<file path="src/rtl/octal_ram_cfg_seq.sv">
// -----------------------------------------------------------------------------
// octal_ram_cfg_seq
//
// Power-up configuration sequencer for an octal RAM controller. After reset it
// waits POWERUP_WAIT cycles, writes every entry of a mode-register table,
// reads back the entries that carry a nonzero verify mask and compares them.
// A readback mismatch restarts the whole write-and-verify pass up to MAX_RETRY
// times. A missing acknowledge fails the sequence at once, with no retry.
//
// Ports
//   iClk       in   clock, rising edge
//   iRst_N     in   synchronous active-low reset
//   iStart     in   one-cycle start/restart request (honoured in IDLE/DONE/FAIL)
//   oReq       out  mode-register access request
//   oReqWr     out  1 = write, 0 = read
//   oReqAddr   out  mode-register address
//   oReqData   out  write data (0 on reads)
//   iAck       in   one-cycle access-complete pulse
//   iRdData    in   read data, valid with iAck on a read
//   oBusy      out  sequence in progress (includes the power-up wait)
//   oDone      out  all entries written and verified
//   oErr       out  sequence failed
//   oErrCode   out  0 none, 1 readback mismatch, 2 ack timeout
//   oFailIdx   out  table index of the failing entry
//   oRetryCnt  out  retries consumed
// -----------------------------------------------------------------------------
module octal_ram_cfg_seq #(
    parameter int unsigned           NUM_REGS     = 4,
    parameter logic [NUM_REGS*8-1:0] REG_ADDR     = {8'h08, 8'h06, 8'h04, 8'h00},
    parameter logic [NUM_REGS*8-1:0] REG_DATA     = {8'h00, 8'hF0, 8'h40, 8'h28},
    parameter logic [NUM_REGS*8-1:0] REG_VMASK    = {8'hFF, 8'h00, 8'hFF, 8'hFF},
    parameter int unsigned           POWERUP_WAIT = 20000,
    parameter int unsigned           AUTO_START   = 1,
    parameter int unsigned           ACK_TIMEOUT  = 255,
    parameter int unsigned           MAX_RETRY    = 2,
    localparam int unsigned          IDX_W        = (NUM_REGS > 1) ? $clog2(NUM_REGS) : 1
) (
    input  logic             iClk,
    input  logic             iRst_N,
    input  logic             iStart,
    output logic             oReq,
    output logic             oReqWr,
    output logic [7:0]       oReqAddr,
    output logic [7:0]       oReqData,
    input  logic             iAck,
    input  logic [7:0]       iRdData,
    output logic             oBusy,
    output logic             oDone,
    output logic             oErr,
    output logic [1:0]       oErrCode,
    output logic [IDX_W-1:0] oFailIdx,
    output logic [3:0]       oRetryCnt
);

    typedef enum logic [3:0] {
        StIdle,
        StPwait,
        StWrReq,
        StWrWait,
        StRdReq,
        StRdWait,
        StCheck,
        StDone,
        StFail
    } state_e;

    localparam logic [1:0] ERR_NONE     = 2'd0;
    localparam logic [1:0] ERR_MISMATCH = 2'd1;
    localparam logic [1:0] ERR_TIMEOUT  = 2'd2;

    localparam logic [19:0] PW_LAST  = 20'(POWERUP_WAIT - 1);
    localparam logic [15:0] TO_LAST  = 16'(ACK_TIMEOUT - 1);
    localparam logic [3:0]  RETRY_MX = 4'(MAX_RETRY);

    function automatic logic [7:0] f_byte(input logic [NUM_REGS*8-1:0] tbl, input int idx);
        return tbl[idx*8 +: 8];
    endfunction

    state_e           r_state;
    logic [19:0]      r_pw_cnt;
    logic [15:0]      r_to_cnt;
    logic [IDX_W-1:0] r_idx;
    logic [7:0]       r_rd_data;
    logic             r_req;
    logic             r_req_wr;
    logic [7:0]       r_req_addr;
    logic [7:0]       r_req_data;
    logic             r_busy;
    logic             r_done;
    logic             r_err;
    logic [1:0]       r_err_code;
    logic [IDX_W-1:0] r_fail_idx;
    logic [3:0]       r_retry_cnt;

    logic [7:0]       w_cur_addr;
    logic [7:0]       w_cur_data;
    logic [7:0]       w_cur_mask;
    logic             w_mismatch;
    logic             w_last_wr;
    logic             w_timeout;
    logic             w_first_rd_vld;
    logic [IDX_W-1:0] w_first_rd_idx;
    logic             w_next_rd_vld;
    logic [IDX_W-1:0] w_next_rd_idx;
    logic [7:0]       w_next_rd_addr;

    assign w_cur_addr     = f_byte(REG_ADDR, int'(r_idx));
    assign w_cur_data     = f_byte(REG_DATA, int'(r_idx));
    assign w_cur_mask     = f_byte(REG_VMASK, int'(r_idx));
    assign w_mismatch     = |((r_rd_data ^ w_cur_data) & w_cur_mask);
    assign w_last_wr      = (int'(r_idx) == int'(NUM_REGS) - 1);
    assign w_timeout      = (r_to_cnt == TO_LAST);
    assign w_next_rd_addr = f_byte(REG_ADDR, int'(w_next_rd_idx));

    // Lowest verified entry overall, and lowest verified entry above r_idx.
    // Scanning downwards lets the last hit be the lowest index.
    always_comb begin
        w_first_rd_vld = 1'b0;
        w_first_rd_idx = '0;
        w_next_rd_vld  = 1'b0;
        w_next_rd_idx  = '0;
        for (int i = int'(NUM_REGS) - 1; i >= 0; i--) begin
            if (f_byte(REG_VMASK, i) != 8'h00) begin
                w_first_rd_vld = 1'b1;
                w_first_rd_idx = IDX_W'(i);
                if (i > int'(r_idx)) begin
                    w_next_rd_vld = 1'b1;
                    w_next_rd_idx = IDX_W'(i);
                end
            end
        end
    end

    always_ff @(posedge iClk) begin
        if (!iRst_N) begin
            r_state     <= StPwait;
            r_pw_cnt    <= '0;
            r_to_cnt    <= '0;
            r_idx       <= '0;
            r_rd_data   <= '0;
            r_req       <= 1'b0;
            r_req_wr    <= 1'b0;
            r_req_addr  <= '0;
            r_req_data  <= '0;
            r_busy      <= 1'b1;
            r_done      <= 1'b0;
            r_err       <= 1'b0;
            r_err_code  <= ERR_NONE;
            r_fail_idx  <= '0;
            r_retry_cnt <= '0;
        end else begin
            case (r_state)
                StPwait: begin
                    if (r_pw_cnt == PW_LAST) begin
                        r_pw_cnt <= '0;
                        r_idx    <= '0;
                        if (AUTO_START != 0) begin
                            r_state <= StWrReq;
                        end else begin
                            r_state <= StIdle;
                            r_busy  <= 1'b0;
                        end
                    end else begin
                        r_pw_cnt <= r_pw_cnt + 20'd1;
                    end
                end

                // Start issues write 0 directly so oReq rises on the next cycle.
                StIdle, StDone, StFail: begin
                    if (iStart) begin
                        r_done      <= 1'b0;
                        r_err       <= 1'b0;
                        r_err_code  <= ERR_NONE;
                        r_fail_idx  <= '0;
                        r_retry_cnt <= '0;
                        r_busy      <= 1'b1;
                        r_idx       <= '0;
                        r_req       <= 1'b1;
                        r_req_wr    <= 1'b1;
                        r_req_addr  <= f_byte(REG_ADDR, 0);
                        r_req_data  <= f_byte(REG_DATA, 0);
                        r_to_cnt    <= '0;
                        r_state     <= StWrWait;
                    end
                end

                // Request-gap cycle: oReq is low here, raised at the end of it.
                StWrReq: begin
                    r_req      <= 1'b1;
                    r_req_wr   <= 1'b1;
                    r_req_addr <= w_cur_addr;
                    r_req_data <= w_cur_data;
                    r_to_cnt   <= '0;
                    r_state    <= StWrWait;
                end

                StWrWait: begin
                    if (iAck) begin
                        r_req <= 1'b0;
                        if (!w_last_wr) begin
                            r_idx   <= r_idx + 1'b1;
                            r_state <= StWrReq;
                        end else if (w_first_rd_vld) begin
                            r_idx   <= w_first_rd_idx;
                            r_state <= StRdReq;
                        end else begin
                            r_done  <= 1'b1;
                            r_busy  <= 1'b0;
                            r_state <= StDone;
                        end
                    end else if (w_timeout) begin
                        r_req      <= 1'b0;
                        r_err      <= 1'b1;
                        r_err_code <= ERR_TIMEOUT;
                        r_fail_idx <= r_idx;
                        r_busy     <= 1'b0;
                        r_state    <= StFail;
                    end else begin
                        r_to_cnt <= r_to_cnt + 16'd1;
                    end
                end

                StRdReq: begin
                    r_req      <= 1'b1;
                    r_req_wr   <= 1'b0;
                    r_req_addr <= w_cur_addr;
                    r_req_data <= 8'h00;
                    r_to_cnt   <= '0;
                    r_state    <= StRdWait;
                end

                StRdWait: begin
                    if (iAck) begin
                        r_req     <= 1'b0;
                        r_rd_data <= iRdData;
                        r_state   <= StCheck;
                    end else if (w_timeout) begin
                        r_req      <= 1'b0;
                        r_err      <= 1'b1;
                        r_err_code <= ERR_TIMEOUT;
                        r_fail_idx <= r_idx;
                        r_busy     <= 1'b0;
                        r_state    <= StFail;
                    end else begin
                        r_to_cnt <= r_to_cnt + 16'd1;
                    end
                end

                // CHECK doubles as the gap cycle before the next read.
                StCheck: begin
                    if (w_mismatch) begin
                        if (r_retry_cnt < RETRY_MX) begin
                            r_retry_cnt <= r_retry_cnt + 4'd1;
                            r_idx       <= '0;
                            r_state     <= StWrReq;
                        end else begin
                            r_err      <= 1'b1;
                            r_err_code <= ERR_MISMATCH;
                            r_fail_idx <= r_idx;
                            r_busy     <= 1'b0;
                            r_state    <= StFail;
                        end
                    end else if (w_next_rd_vld) begin
                        r_idx      <= w_next_rd_idx;
                        r_req      <= 1'b1;
                        r_req_wr   <= 1'b0;
                        r_req_addr <= w_next_rd_addr;
                        r_req_data <= 8'h00;
                        r_to_cnt   <= '0;
                        r_state    <= StRdWait;
                    end else begin
                        r_done  <= 1'b1;
                        r_busy  <= 1'b0;
                        r_state <= StDone;
                    end
                end

                default: begin
                    r_req   <= 1'b0;
                    r_busy  <= 1'b0;
                    r_state <= StIdle;
                end
            endcase
        end
    end

    assign oReq      = r_req;
    assign oReqWr    = r_req_wr;
    assign oReqAddr  = r_req_addr;
    assign oReqData  = r_req_data;
    assign oBusy     = r_busy;
    assign oDone     = r_done;
    assign oErr      = r_err;
    assign oErrCode  = r_err_code;
    assign oFailIdx  = r_fail_idx;
    assign oRetryCnt = r_retry_cnt;

endmodule

</file>
<file path="config.mk">
export PLATFORM = sky130hd
export DESIGN_NAME = octal_ram_cfg_seq
export DESIGN_NICKNAME = d
export VERILOG_FILES = /design/src/rtl/octal_ram_cfg_seq.sv
export SDC_FILE = /design/constraint.sdc
export NUM_CORES = 1
export LEC_CHECK = 0
export ABC_CLOCK_PERIOD_IN_PS = 7200
export BUFFER_PORTS_ARGS = -buffer_cell sky130_fd_sc_hd__buf_2
export CAP_MARGIN = 20
export CORE_UTILIZATION = 44
export CTS_BUF_LIST = sky130_fd_sc_hd__clkbuf_4 sky130_fd_sc_hd__clkbuf_8
export DETAILED_ROUTE_END_ITERATION = 10
export PLACE_DENSITY = 0.72
export SYNTH_ARGS = -nofsm -noshare
export SYNTH_HDL_FRONTEND = slang
export SYNTH_SLANG_ARGS = --single-unit
</file>
<file path="constraint.sdc">
create_clock -name iClk -period 7.2 [get_ports iClk]
set_input_delay 1.44 -clock iClk [delete_from_list [all_inputs] [get_ports iClk]]
set_output_delay 1.44 -clock iClk [all_outputs]
set_load 0.1 [all_outputs]
</file>
==> flow_summary.yaml, run 1 <==
outcome:
  outcome: "completed"
finish:
  most-common-layout-cells: "nor2_1 (76), dfxtp_1 (70), buf_2 (32)"
  final_common_cell: "nor2_1"
  nNetsFinal: 490
  stdcell_count: 577
  drive_above_1_share_pct: 13.77
  n_antenna_cell: 0
  area.sequential_um2: 1401
  fin_area_um2: 4116
  multi_input_area_um2: 2151
  utilization_pct: 50.10
  nFillCells: 772
  synthToLayoutAreaGrowth_pct: 9.740
clocking:
  cts_tree: "yes"
  root_buffer: "clkbuf_8"
  clockBufferDepth: 2
  cts.reportedPaths.clkPinSlew_ns: 0.07
  clock-sinks: 70
  cts_hold_buf: 0
  clock_latency_ns: 0.35
  htreeDepth: 3
  postCtsSetupBuffers: 0
  cts-resized-gates: 0
  cts_buffers: 9
yosys:
  async_reset_ff_share_pct: 0
  syn_inst: 444
  synth_edf_count: 0
  yosysWarnings: 0
  ys_seq_area_share_pct: 37.36
  synth_seq_cells: 70
  syn_avg_cell_area_um2: 8.448
  synth_area_um2: 3751
  ys_types: 60
  synth_ff_type: "dfxtp_1"
sta:
  tightest_slew_ns: 0.8950
  fmax_mhz: 322.0
  setup_viol: 0
  postLayoutSetupSlackWorst_ns: 4.095
  rsz0062_at_grt: "no"
  post-route-period-util_pct: 43.13
  holdWs_ns: 0.4553
  slew_violations: 0
  setup_tns_ns: 0
  finalHoldViolations: 0
  timing.slew.headroom_pct: 39.93
  fin_skew_ns: 0.009382
  period_minus_slack_ns: 3.105
floorplanning:
  start_util_pct: 45.65
  rows: 33
  die_w_um: 94.33
  io_pins: 41
  die_y_um: 94.33
  fp.dieArea_um2: 8898
  core_um2: 8217
job:
  drv_cap: 0
power_and_ir_drop:
  fin_total_pwr_mw: 1.107
  ir_drop_mv: 0.1715
  power_density_nw_per_um2: 269.0
  p_leak_nw: 1.610
worst_setup_path:
  critPathSlowestCell: "a2111oi_0"
  endpoint_kind: "flip-flop"
  cp_data_arrival_time_ns: 3.36
  critPathRequiredTime_ns: 7.45
  start_kind: "input port"
  crit_chain: "buf_2 > nor2_1 > a2111oi_0 > nor3_2 > buf_4 > nand3b_2 > nand2_1 > a211oi_1"
  path_class: "in2reg"
  cpPeakStageDelay_ns: 0.50
  crit_fanout: 19
global_route:
  use_met2_pct: 31.52
  grt_most_used_layer: "met2"
  grt_pass1_wl_um: 14060
  grt_max_degree: 28
  grt_usage_pct: 20.16
  gr-total-overflow: 0
  grt_antenna_before_repair: 0
  grt_pass1_vias: 3005
  met1_usage_pct: 26.16
  use_met3_pct: 4.992
route:
  dr.pass1.iters: 6
  drc_errors: 0
  viasPerCell: 5.572
  ant_nets: 0
  wl_um: 8238
  drt_iter0_drc: 220
  avgRoutedWirePerCell_um: 14.28
  vias: 3215
place:
  dp.cells: 559
  placed_area_um2: 3908
  dp_hpwl_um: 5855
  pre_cts_ws_ns: 3.667
  portBuffers: 32
  gp_congestion: 0.8823
worst_hold_path:
  hold_class: "reg2reg"
## sequential cells by signal (all words and copies together) (netlist names)
register	cells
r_state	4
oRetryCnt	4
oFailIdx	2
r_pw_cnt	20
r_to_cnt	16
r_rd_data	8
r_idx	2
oErrCode	2
oReqWr	1
oDone	1
oReqData	4
oBusy	1
oErr	1
oReq	1
oReqAddr	3
## cells by family (layout without fill, tap and decap cells)
| logic type | Yosys count | after routing | synth area share [%] |
|---|---|---|---|
| AO/OA/AOI/OAI | 65 | 65 | 11.97 |
| XOR/XNOR | 39 | 39 | 9.106 |
| flip-flops | 70 | 70 | 37.36 |
| multiplexers | 13 | 13 | 3.502 |
| other | 1 | 8 | 0.09997 |
| buffers and inverters | 45 | 66 | 6.004 |
| adder cells (fa/ha/maj) | 11 | 11 | 3.669 |
| AND/OR/NAND/NOR | 200 | 200 | 28.29 |
## metal layers
metal	part of all wire [%]	wire length [µm]	vias up
li1	-	-	1597
met1	46	3773	1480
met2	45	3711	110
met3	6.3	518	28
met4	2.8	233	0
met5	0	0	-
## critical path, delay by kind of cell
kind	cells	cell delay [ns]
AO/OA/AOI/OAI	2	0.79
buffers and inverters	2	0.37
AND/OR/NAND/NOR	4	0.74
## power breakdown
part	internal, mW	total (mW)	leakage, nW	switching, mW
registers	0.413	0.447	0.566	0.0336
clock network	0.163	0.314	0.103	0.151
logic	0.0904	0.347	0.941	0.256
## Yosys cell counts (2+ instances only)
cell	number	area, µm²
o31ai_2	2	25.02
a211oi_1	2	15.01
clkbuf_1	13	48.80
dfxtp_1	70	1401
xor2_1	25	219.0
o21ai_0	14	70.07
o31ai_1	3	22.52
nand2_1	26	97.59
and3_1	8	50.05
nand4_1	22	137.6
ha_1	11	137.6
or3_1	5	31.28
a31o_2	2	17.52
and2_1	5	31.28
o211ai_1	3	22.52
nand2b_1	5	31.28
a31oi_1	2	12.51
nand3_1	10	50.05
nor4b_1	2	17.52
a21oi_1	10	50.05
nor3_2	2	20.02
xnor2_1	14	122.6
nor4_4	2	42.54
nor2_1	76	285.3
o21a_1	2	15.01
nor4_1	3	18.77
a22oi_1	9	67.56
inv_1	14	52.55
nor3_1	15	75.07
or2_2	2	12.51
and4_1	7	61.31
buf_4	9	67.56
o21ai_1	2	10.01
mux2i_1	12	120.1
buf_2	6	30.03
buf_6	2	22.52
nor2b_1	2	12.51
a32o_1	3	30.03
## worst paths after layout
check,startpoint,slack (ns),cells past startpoint,to
min reg2reg,oReq$_SDFFE_PN0P_,0.46,2,oReq$_SDFFE_PN0P_
max,iAck,4.09,8,r_to_cnt[1]$_SDFFE_PN0P_
max reg2reg,r_state[2]$_SDFFE_PN0P_,4.23,7,r_to_cnt[1]$_SDFFE_PN0P_
min,oReq$_SDFFE_PN0P_,0.46,2,oReq$_SDFFE_PN0P_
## final cells by class
cell class | instances | area share (%)
multi-input cells | 336 | 52.25
flip-flops and latches | 70 | 34.04
repair buffers | 35 | 4.438
clock buffers | 10 | 3.191
well taps | 105 | 3.191
clock inverters | 6 | 1.520
inverters | 15 | 1.368
Power figures use the tool's default switching activity.
==> inputs of run 2 (changes only) <==
--- a/config.mk
+++ b/config.mk
@@ -5,13 +5,14 @@
 export SDC_FILE = /design/constraint.sdc
 export NUM_CORES = 1
 export LEC_CHECK = 0
-export ABC_CLOCK_PERIOD_IN_PS = 7200
+export ABC_AREA = 1
+export ABC_CLOCK_PERIOD_IN_PS = 3100
 export BUFFER_PORTS_ARGS = -buffer_cell sky130_fd_sc_hd__buf_2
 export CAP_MARGIN = 20
 export CORE_UTILIZATION = 44
 export CTS_BUF_LIST = sky130_fd_sc_hd__clkbuf_4 sky130_fd_sc_hd__clkbuf_8
 export DETAILED_ROUTE_END_ITERATION = 10
-export PLACE_DENSITY = 0.72
+export PLACE_DENSITY = 0.71
 export SYNTH_ARGS = -nofsm -noshare
 export SYNTH_HDL_FRONTEND = slang
 export SYNTH_SLANG_ARGS = --single-unit
==> constraint.sdc (replaced) <==
create_clock -name iClk -period 3.1 [get_ports iClk]
set_input_delay 0.62 -clock iClk [delete_from_list [all_inputs] [get_ports iClk]]
set_output_delay 0.62 -clock iClk [all_outputs]
set_load 0.1 [all_outputs]
==> flow_summary.yaml, run 2 <==
yosys:
  synth_ff_type: "dfxtp_1"
  syn_inst: 640
  yosysWarnings: 0
  yosys-top-cells-area: "dfxtp_1 (33%), nand2_1 (13%), nand3_1 (7.8%)"
  yosys.area.top_type: "dfxtp_1"
  synth_edf_count: 0
  ys_seq_area_share_pct: 33.17
  synth.top_cell.area_share_pct: 33.17
  syn_avg_cell_area_um2: 6.602
  synth_common_cells: "nand2_1 (146), nor2_1 (76), dfxtp_1 (70)"
  synth_seq_cells: 70
  ys_types: 43
  async_reset_ff_share_pct: 0
  synth_area_um2: 4225
  synth.most_common_cell: "nand2_1"
global_route:
  gr-total-overflow: 0
  grt_usage_pct: 20.69
  grt_pass1_wl_um: 16860
  grt_antenna_before_repair: 0
  grt_pass1_vias: 3770
  grt_max_degree: 20
sta:
  period_minus_slack_ns: 2.459
  post-route-period-util_pct: 79.33
  fmax_mhz: 406.6
  holdWs_ns: 0.4614
  timing.slew.headroom_pct: 61.46
  rsz0062_at_grt: "no"
  fin_skew_ns: 0.01019
  finalHoldViolations: 0
  setup_viol: 0
  tightest_slew_ns: 0.5745
  setup_tns_ns: 0
  slew_violations: 0
clocking:
  cts.reportedPaths.clkPinSlew_ns: 0.08
  htreeDepth: 3
  cts_tree: "yes"
  cts_hold_buf: 0
  root_buffer: "clkbuf_8"
  clockBufferDepth: 2
  cts-resized-gates: 0
  postCtsSetupBuffers: 0
  clock-sinks: 70
  clock_latency_ns: 0.34
  cts_buffers: 9
route:
  viasPerCell: 5.172
  dr.pass1.iters: 5
  wl_um: 9933
  drc_errors: 0
  top_layer: "met4"
  drt_iter0_drc: 214
  vias: 4127
  avgRoutedWirePerCell_um: 12.45
  wl_met3_um: 456
  ant_nets: 0
  met1_length_um: 4818
  dr_wl_met2_um: 4567
power_and_ir_drop:
  p_leak_nw: 1.820
  power_density_nw_per_um2: 660.5
  ir_drop_mv: 0.4923
finish:
  nNetsFinal: 687
  largest_reg_flops: 20
  final_common_cell: "nand2_1"
  utilization_pct: 49.68
  n_antenna_cell: 0
  top_regs: "r_pw_cnt (20), r_to_cnt (16), r_rd_data (8)"
  fin_area_um2: 4612
  stdcell_count: 798
  top_register: "r_pw_cnt"
  drive_above_1_share_pct: 12.41
  nFillCells: 996
  synthToLayoutAreaGrowth_pct: 9.150
  most-common-layout-cells: "nand2_1 (146), nor2_1 (76), dfxtp_1 (70)"
place:
  dp.cells: 782
  placed_area_um2: 4409
  portBuffers: 32
  gp_congestion: 0.9142
  dp_hpwl_um: 7229
job:
  drv_cap: 0
worst_hold_path:
  hold_class: "reg2reg"
worst_setup_path:
  path_class: "reg2reg"
  cp_data_arrival_time_ns: 2.74
  crit_fanout: 17
  start_kind: "flip-flop"
  endpoint_kind: "flip-flop"
  critPathRequiredTime_ns: 3.38
floorplanning:
  start_util_pct: 45.51
  core_um2: 9284
  die_y_um: 100.0
  fp.dieArea_um2: 9999
  rows: 35
  io_pins: 41
  die_w_um: 100.0
outcome:
  outcome: "completed"
run 2: worst max-delay path, stage by stage, from the launching register on:
cell	delay, ns
dfxtp_1	0.47
inv_2	0.11
ha_1	0.36
inv_1	0.08
nand2_1	0.06
nand3_1	0.07
nand2_2	0.07
nor2_4	0.16
nand2_4	0.09
o21ai_4	0.45
nand2_4	0.22
nand2_1	0.11
nand2_1	0.05
nor2_1	0.07
run 2: cell type report:
| cell class | instances | area [µm²] | area share (%) |
|---|---|---|---|
| Sequential cell | 70 | 1401 | 30.39 |
| Tap cell | 129 | 161.4 | 3.500 |
| Inverter | 70 | 262.8 | 5.697 |
| Multi-Input combinational cell | 479 | 2409 | 52.22 |
| Timing Repair Buffer | 34 | 175.2 | 3.798 |
| Clock buffer | 10 | 131.4 | 2.849 |
| Clock inverter | 6 | 71.32 | 1.546 |
run 2: power by group:
| part | switching (mW) | internal [mW] | leakage [nW] |
|---|---|---|---|
| combinational | 0.953 | 0.282 | 1.16 |
| clock | 0.374 | 0.386 | 0.0965 |
| sequential | 0.0737 | 0.978 | 0.566 |
| total | 1.40 | 1.65 | 1.82 |
run 2: cell families after synthesis:
family	synth area share [%]
flops	33.17
xor+xnor	2.280
buf+inv	10.45
simple gates	38.55
other cells	0.08875
fa+ha+maj	3.257
compound gates	12.20
run 2: path summary, 6_finish.rpt:
check | slack [ns] | to | start | cells after the start
worst max register to register | 0.64 | r_to_cnt[1]$_SDFFE_PN0P_ | r_idx[0]$_SDFFE_PN0P_ | 13
worst min register to register | 0.46 | r_rd_data[0]$_SDFFE_PN0P_ | r_rd_data[0]$_SDFFE_PN0P_ | 2
worst min-delay path | 0.46 | r_rd_data[0]$_SDFFE_PN0P_ | r_rd_data[0]$_SDFFE_PN0P_ | 2
worst max-delay path | 0.64 | r_to_cnt[1]$_SDFFE_PN0P_ | r_idx[0]$_SDFFE_PN0P_ | 13
run 2: through the flow:
stage | setup slack, ns | total power [mW]
detailed placement | 0.6731 | 2.294
global placement | 0.7792 | 2.274
floorplan | 1.106 | 2.136
CTS | 0.6512 | 3.058
finish | 0.6409 | 3.046
global route | 0.4372 | 3.231
run 2: layer usage:
metal,GRT usage [%],up-vias
met2,34.64,115
met4,5.240,0
li1,-,2118
met1,26.99,1885
met3,4.666,9
met5,0,-
==> inputs of run 3 (changes only) <==
--- a/config.mk
+++ b/config.mk
@@ -6,7 +6,7 @@
 export NUM_CORES = 1
 export LEC_CHECK = 0
 export ABC_AREA = 1
-export ABC_CLOCK_PERIOD_IN_PS = 3100
+export ABC_CLOCK_PERIOD_IN_PS = 2300
 export BUFFER_PORTS_ARGS = -buffer_cell sky130_fd_sc_hd__buf_2
 export CAP_MARGIN = 20
 export CORE_UTILIZATION = 44
==> constraint.sdc (replaced) <==
create_clock -name iClk -period 2.3 [get_ports iClk]
set_input_delay 0.46 -clock iClk [delete_from_list [all_inputs] [get_ports iClk]]
set_output_delay 0.46 -clock iClk [all_outputs]
set_load 0.1 [all_outputs]
==> flow_summary.yaml, run 3 (synthesis results as in run 2) <==
power_and_ir_drop:
  fin_total_pwr_mw: 4.159
  ir_drop_mv: 0.9002
  p_leak_nw: 1.857
  power_density_nw_per_um2: 889.7
clocking:
  htreeDepth: 3
  cts_tree: "yes"
  clock-sinks: 70
  clock_latency_ns: 0.36
  clockBufferDepth: 2
  postCtsSetupBuffers: 0
  root_buffer: "clkbuf_8"
  cts.reportedPaths.clkPinSlew_ns: 0.09
  cts_hold_buf: 0
  cts_buffers: 9
worst_hold_path:
  whs_path_depth: 3
  whs_endpoint: "oBusy$_SDFFE_PN1P_"
  hold_class: "in2reg"
  hp-start: "iStart"
finish:
  top_regs: "r_pw_cnt (20), r_to_cnt (16), r_rd_data (8)"
  most-common-layout-cells: "nand2_1 (146), nor2_1 (75), dfxtp_1 (70)"
  top_register: "r_pw_cnt"
  n_antenna_cell: 0
  synthToLayoutAreaGrowth_pct: 10.63
  final_common_cell: "nand2_1"
  drive_above_1_share_pct: 13.59
  largest_reg_flops: 20
  nNetsFinal: 695
  nFillCells: 971
sta:
  rsz0062_at_grt: "no"
  setup_viol: 0
  period_minus_slack_ns: 2.099
  setup_tns_ns: 0
  post-route-period-util_pct: 91.25
  fin_skew_ns: 0.01797
  tightest_slew_ns: 0.4967
  timing.slew.headroom_pct: 66.58
  finalHoldViolations: 0
  slew_violations: 0
  fmax_mhz: 476.5
route:
  vias: 4158
  dr.pass1.iters: 5
  wl_um: 10100
  viasPerCell: 5.159
  drc_errors: 0
  avgRoutedWirePerCell_um: 12.53
  drt_iter0_drc: 157
  ant_nets: 0
job:
  drv_cap: 0
floorplanning:
  core_um2: 9284
  fp.dieArea_um2: 9999
  rows: 35
  start_util_pct: 45.51
  io_pins: 41
  die_w_um: 100.0
  die_y_um: 100.0
worst_setup_path:
  crit_chain: "inv_1 > ha_1 > inv_1 > nand2_1 > nand3_1 > nand2_2 > nor2_4 > nand2_4 > nand2_1 > nand3_1 > buf_4 > nand2_1 > a21oi_1"
  critPathLaunch: "r_idx[1]$_SDFFE_PN0P_"
  critPathSlowestCell: "dfxtp_1"
  worstReg2RegEnd: "oReqData[6]$_SDFFE_PN0P_"
  rr_worst_depth: 13
  start_kind: "flip-flop"
  path_class: "reg2reg"
  endpoint_kind: "flip-flop"
  r2r_setup_slack_ns: 0.20
  cp_data_arrival_time_ns: 2.32
  cpPeakStageDelay_ns: 0.39
  cp_common_cell: "nand2_1"
  crit_fanout: 8
  critPathRequiredTime_ns: 2.52
  rr_startpoint: "r_idx[1]$_SDFFE_PN0P_"
outcome:
  outcome: "completed"
global_route:
  grt_most_used_layer: "met2"
  met1_usage_pct: 27.53
  grt_usage_pct: 21.60
  grt_pass1_wl_um: 17650
  use_met2_pct: 36.55
  use_met3_pct: 4.318
  grt_max_degree: 44
  grt_pass1_vias: 3993
  grt_antenna_before_repair: 0
  gr-total-overflow: 0
place:
  gp_congestion: 0.8853
  dp_hpwl_um: 7302
  portBuffers: 32
==> run 3: worst max path at each step <==
stage                                end  slack [ns]
3_3_place_gp    oReqAddr[1]$_SDFFE_PN0P_        0.32
3_5_place_dp   r_to_cnt[10]$_SDFFE_PN0P_        0.22
2_1_floorplan   r_to_cnt[5]$_SDFFE_PN0P_        0.31
5_1_grt         oReqAddr[1]$_SDFFE_PN0P_       0.006
4_1_cts        r_to_cnt[13]$_SDFFE_PN0P_        0.17
6_report        oReqData[6]$_SDFFE_PN0P_        0.20
==> run 3: layer usage <==
layer	up-vias	share of wire [%]
li1	2138	-
met1	1914	48
met2	94	46
met3	12	4.4
met4	0	1.3
met5	-	0
==> run 3: timing repair <==
item                                   in CTS  in global routing
endpoints found under the hold margin       0                  0
resized for setup                           0                  2
setup endpoints to repair                   0                  5
==> run 3: final cells by class <==
cell class	instances	area [µm²]	area share, %
multi-input combinational	479	2411	51.58
sequential	70	1401	29.98
inverter	70	262.8	5.621
timing repair buffer	42	251.5	5.380
tap	129	161.4	3.453
clock buffer	11	145.1	3.105
clock inverter	5	41.29	0.8833
==> run 3: power by group <==
part / switching (mW) / total, mW / internal (mW)
clock: 0.521 / 0.964 / 0.443
sequential: 0.0858 / 1.40 / 1.32
combinational: 1.33 / 1.79 / 0.460
==> run 3: worst max-delay path, delay by kind of cell, from the launching register on <==
family                   cells  cell delay (ns)
buffers and inverters        3             0.36
AO/OA/AOI/OAI                1             0.06
adder cells (fa/ha/maj)      1             0.32
AND/OR/NAND/NOR              8             0.82
flip-flops                   1             0.39
==> run 3: through the flow <==
stage               util (%)  hold WS [ns]  worst slack [ns]  std cells  instance area (µm²)
floorplan                  -        0.4296            0.3100        647                 4252
global placement       48.27        0.4354            0.3237        790                 4482
detailed placement     48.27        0.4353            0.2155        790                 4482
CTS                    50.28        0.3359            0.1721        806                 4668
global route           50.35        0.3629          0.006380        806                 4674
finish                 50.35        0.3398            0.2013        806                 4674
